==> src/rtl/main_mem.sv <==
// Multi-cycle backing store: one read or write at a time, fixed LATENCY, done pulse on completion.
// Optional access statistics enabled with `define MAIN_MEM_STATS_EN.
module main_mem #(
    parameter int WIDTH     = 8,
    parameter int RAM_DEPTH = 256,
    parameter int LATENCY   = 3
) (
    input  logic                         clk,
    input  logic                         rst,
    input  logic                         re,
    input  logic                         we,
    input  logic [$clog2(RAM_DEPTH)-1:0] addr,
    input  logic [WIDTH-1:0]             data_in,
    output logic [WIDTH-1:0]             data_out,
    output logic                         busy,
    output logic                         done,
    output logic [15:0]                  rd_count,
    output logic [15:0]                  wr_count
);

    localparam int AW = $clog2(RAM_DEPTH);

    typedef enum logic [1:0] {
        S_IDLE,
        S_WAIT,
        S_DONE
    } state_t;

    state_t           state;
    logic [3:0]       cnt;
    logic [AW-1:0]    cap_addr;
    logic [WIDTH-1:0] cap_data;
    logic             cap_we;
    logic [WIDTH-1:0] mem [RAM_DEPTH];

    logic finishing;
    logic commit_wr;
    logic commit_rd;

    assign finishing = (state == S_WAIT) && (cnt == 4'd0);
    assign commit_wr = finishing && cap_we;
    assign commit_rd = finishing && !cap_we;

    // DONE accepts a new request exactly like IDLE, giving LATENCY+1 cycle throughput.
    always_ff @(posedge clk or posedge rst) begin
        if (rst) begin
            state    <= S_IDLE;
            busy     <= 1'b0;
            done     <= 1'b0;
            cnt      <= 4'd0;
            cap_addr <= '0;
            cap_data <= '0;
            cap_we   <= 1'b0;
            data_out <= '0;
        end else begin
            done <= 1'b0;
            case (state)
                S_IDLE, S_DONE: begin
                    if (we || re) begin
                        cap_addr <= addr;
                        cap_data <= data_in;
                        cap_we   <= we;
                        cnt      <= 4'(LATENCY - 1);
                        state    <= S_WAIT;
                        busy     <= 1'b1;
                    end else begin
                        state <= S_IDLE;
                        busy  <= 1'b0;
                    end
                end
                S_WAIT: begin
                    if (cnt == 4'd0) begin
                        state <= S_DONE;
                        busy  <= 1'b0;
                        done  <= 1'b1;
                        if (!cap_we) begin
                            data_out <= mem[cap_addr];
                        end
                    end else begin
                        cnt <= cnt - 4'd1;
                    end
                end
                default: begin
                    state <= S_IDLE;
                    busy  <= 1'b0;
                end
            endcase
        end
    end

    // Reset wipes the array so an aborted write can never leave data behind.
    always_ff @(posedge clk or posedge rst) begin
        if (rst) begin
            for (int i = 0; i < RAM_DEPTH; i++) begin
                mem[i] <= '0;
            end
        end else if (commit_wr) begin
            mem[cap_addr] <= cap_data;
        end
    end

`ifdef MAIN_MEM_STATS_EN
    logic [15:0] rd_q;
    logic [15:0] wr_q;

    always_ff @(posedge clk or posedge rst) begin
        if (rst) begin
            rd_q <= 16'd0;
            wr_q <= 16'd0;
        end else begin
            if (commit_rd && rd_q != 16'hFFFF) begin
                rd_q <= rd_q + 16'd1;
            end
            if (commit_wr && wr_q != 16'hFFFF) begin
                wr_q <= wr_q + 16'd1;
            end
        end
    end

    assign rd_count = rd_q;
    assign wr_count = wr_q;
`else
    assign rd_count = 16'd0;
    assign wr_count = 16'd0;
`endif

endmodule
==> config.mk <==
export PLATFORM = sky130hd
export DESIGN_NAME = main_mem
export DESIGN_NICKNAME = d
export VERILOG_FILES = /design/src/rtl/main_mem.sv
export SDC_FILE = /design/constraint.sdc
export NUM_CORES = 2
export LEC_CHECK = 0
export CAP_MARGIN = 20
export CORE_MARGIN = 10
export CORE_UTILIZATION = 50
export DETAILED_ROUTE_END_ITERATION = 8
export GPL_TIMING_DRIVEN = 0
export HOLD_SLACK_MARGIN = 0.08
export PLACE_DENSITY = 0.65
export SLEW_MARGIN = 20
export SYNTH_ARGS = -nofsm -noshare
export SYNTH_HDL_FRONTEND = slang
export SYNTH_SLANG_ARGS = --single-unit
==> constraint.sdc <==
create_clock -name clk -period 90 [get_ports clk]
set_input_delay 18 -clock clk [delete_from_list [all_inputs] [get_ports clk]]
set_output_delay 18 -clock clk [all_outputs]
set_load 0.05 [all_outputs]
==> results.yml <==
power_and_ir_drop:
  pwr_density_cell_mw_per_mm2: 28.7
  ir_drop_uv: 33.0
  leakagePower_nw: 50.6
routing:
  ant_nets: 0
  drt-pass1-iter-count: 5
  drt-initial-drc-count: 6653
  wirelength_mm: 343
  viasPerCell: 6.57
  num_vias: 59800
  wl_per_cell_um: 37.7
  drc_errors: 0
floorplan:
  die_x_um: 457
  core_area_mm2: 0.190
  dieArea_mm2: 0.209
  io_pins: 62
  fp-row-count: 160
  die_y_um: 457
  start_util_pct: 50.2
min_path:
  holdPathStages: 1
  hp-class: "reg -> reg"
yosys:
  synth_edf_count: 0
  ys_async_sr_fraction_pct: 100
  ys_seq_area_share_pct: 54.6
  synth.yosys.warnings: 0
  syn_area_per_cell_um2: 15.7
  synth-main-ff-cell: "dfrtp_1"
  ys_top_cells_by_area: "dfrtp_1 55%, mux2_2 24%, mux4_2 12%"
  synthTopCellsByCount: "2081 x dfrtp_1, 2070 x mux2_2, 488 x mux4_2"
  syn_inst: 6060
  synth_top_cell_by_area: "dfrtp_1"
  yosysMostFrequentCell: "dfrtp_1"
  synth_top_cell_area_share_pct: 54.6
  syn-cell-area_mm2: 0.0954
  synth_seq_cells: 2081
  synthDistinctLibCells: 66
cells_and_area:
  area_growth_pct: 12.6
  fillers: 15000
  regArea_mm2: 0.0521
  fin_util_pct: 56.5
  drive_above_1_share_pct: 52.5
  fin_nets: 6403
  fin_area_mm2: 0.107
  multi_input_area_mm2: 0.0411
  finalNonFillerCells: 9096
sta:
  drv_slew: 0
  worst_slack_ps: 68940
  fin_crit_ps: 21060
  worst_slew_pin_slew_ps: 1370
  setup_viol: 0
  fmax_mhz: 47.5
  rsz0062_at_grt: "false"
  fin_crit_sh_pct: 23.4
  hold_viol_final: 0
  slew_headroom_pct: 8.34
  fin_setup_tns_ps: 0
  worst_clock_skew_ps: 59.3
worst_setup_path:
  path_cells: "clkdlybuf4s50_1 -> inv_8 -> buf_16 -> buf_16 -> buf_16 -> buf_16 -> buf_16 -> buf_16 -> buf_16"
  crit_fanout: 104
  cp_slowest_stage_delay_ps: 490
  path_common_cell: "buf_16"
  reg2regPathDepth: 12
  cp-end-kind: "async pin"
  start_kind: "input port"
  worstSetupPathType: "in -> async"
  critPathRequiredTime_ps: 91000
  cp.arrival_ps: 22060
  cp_slowest_cell: "clkdlybuf4s50_1"
grt:
  grt_pass1_wl_mm: 478
  track_usage_pct: 32.4
  use_met3_pct: 10.9
  grt_busiest_layer: "met2"
  gr-usage-met2_pct: 47.5
  grt_antenna_before_repair: 23
  first_global_vias: 60800
  gr-total-overflow: 0
  use_met1_pct: 42.1
  grt_max_degree: 110
placed_design:
  gp_congestion: 0.990
  hpwl_mm: 240
  dp_cells: 8669
  dp_slack_ps: 67890
  place_area_mm2: 0.100
  io_buffers: 29
clock_tree:
  clockBufferDepth: 3
  ctsResizeCount: 0
  post_cts_buffers: 0
  clock_sinks: 2081
  hold_buffers: 0
  cts_buffers: 220
  htreeDepth: 4
  clkSlewWorstSetupHoldPaths_ps: 60
  root_buffer: "clkbuf_16"
  clk_latency_ps: 900
  cts_tree: "built"
run:
  cap_violations: 0
run_status:
  outcome: "complete, no violations"
[metrics by stage]
| stage | total power (W) | hold WS [ps] |
|---|---|---|
| 6_report | 0.00309 | 481 |
| 4_1_cts | 0.00304 | 486 |
| 3_5_place_dp | 0.00211 | 473 |
| 5_1_grt | 0.00312 | 508 |
| 2_1_floorplan | 0.00153 | 452 |
| 3_3_place_gp | 0.00209 | 462 |
[cells in the final DEF (no fill, tap or decap), types with 32 or more instances in the layout]
| cell type | count |
|---|---|
| dfrtp_1 | 2081 |
| mux2_2 | 2070 |
| mux4_2 | 488 |
| clkbuf_1 | 315 |
| clkbuf_16 | 224 |
| nor2_2 | 137 |
| mux2i_1 | 113 |
| buf_2 | 104 |
| nor2_4 | 101 |
| o22ai_1 | 93 |
| buf_4 | 88 |
| nand2_1 | 79 |
| nor2_1 | 57 |
| clkbuf_8 | 47 |
| o21ai_0 | 45 |
| clkinv_2 | 44 |
| a22oi_1 | 38 |
| a21oi_1 | 34 |
| clkbuf_2 | 33 |
| conb_1 | 32 |
[cell type report]
cell class	instances	area share, %
Tap cell	2511	2.92
Clock buffer	332	6.03
Sequential cell	2081	48.5
Clock inverter	76	0.833
Antenna cell	17	0.0396
Timing Repair Buffer	69	1.15
Inverter	8	0.0349
Multi-Input combinational cell	3516	38.3
Buffer	486	2.20
[worst max-delay path, delay by kind of cell]
family / cells / cell delay [ps]
buffers and inverters: 9 / 3590
[final timing paths]
check	from	slack, ps	end
min in group asynchronous	rst	17550	mem[936]
max in group clk	data_out[4]	69700	data_out[4]
worst max register to register	cap_addr[1]	84100	data_out[1]
worst max-delay path	rst	68940	mem[88]
worst min-delay path	mem[513]	480	mem[513]
worst min register to register	mem[513]	480	mem[513]
[power by group]
part	internal (W)	total, W	switching [W]
clock network	0.000539	0.000936	0.000396
logic	0.000266	0.00113	0.000862
registers	0.000981	0.00102	0.0000410
total	0.00179	0.00309	0.00130
[kinds of logic (layout without fill, tap and decap cells)]
| group | after synthesis | count (layout) | share of synthesized area, % |
|---|---|---|---|
| adder cells (fa/ha/maj) | 1 | 1 | 0.0131 |
| XOR/XNOR | 2 | 2 | 0.0184 |
| multiplexers | 2682 | 2682 | 37.3 |
| other | 1 | 49 | 0.00393 |
| buffers and inverters | 494 | 971 | 2.45 |
| AO/OA/AOI/OAI | 320 | 320 | 2.27 |
| AND/OR/NAND/NOR | 479 | 479 | 3.39 |
| flip-flops | 2081 | 2081 | 54.6 |
[state kept, by name, summed over array words and instances (netlist names)]
signal and flops:
busy 1, cap_addr 8, cap_we 1, cap_data 8, done 1, state 2
cnt 4, mem 2048, data_out 8
[metal layers]
layer  vias to the layer above  part of all wire (%)  routed length, um
met3                       935                    11              36200
met4                        16                   7.0              23900
met5                         -                 0.078                269
met1                     32400                    39             134000
met2                      3128                    43             149000
li1                      23300                     -                  -
No activity file was read; power rests on OpenSTA's default activity.
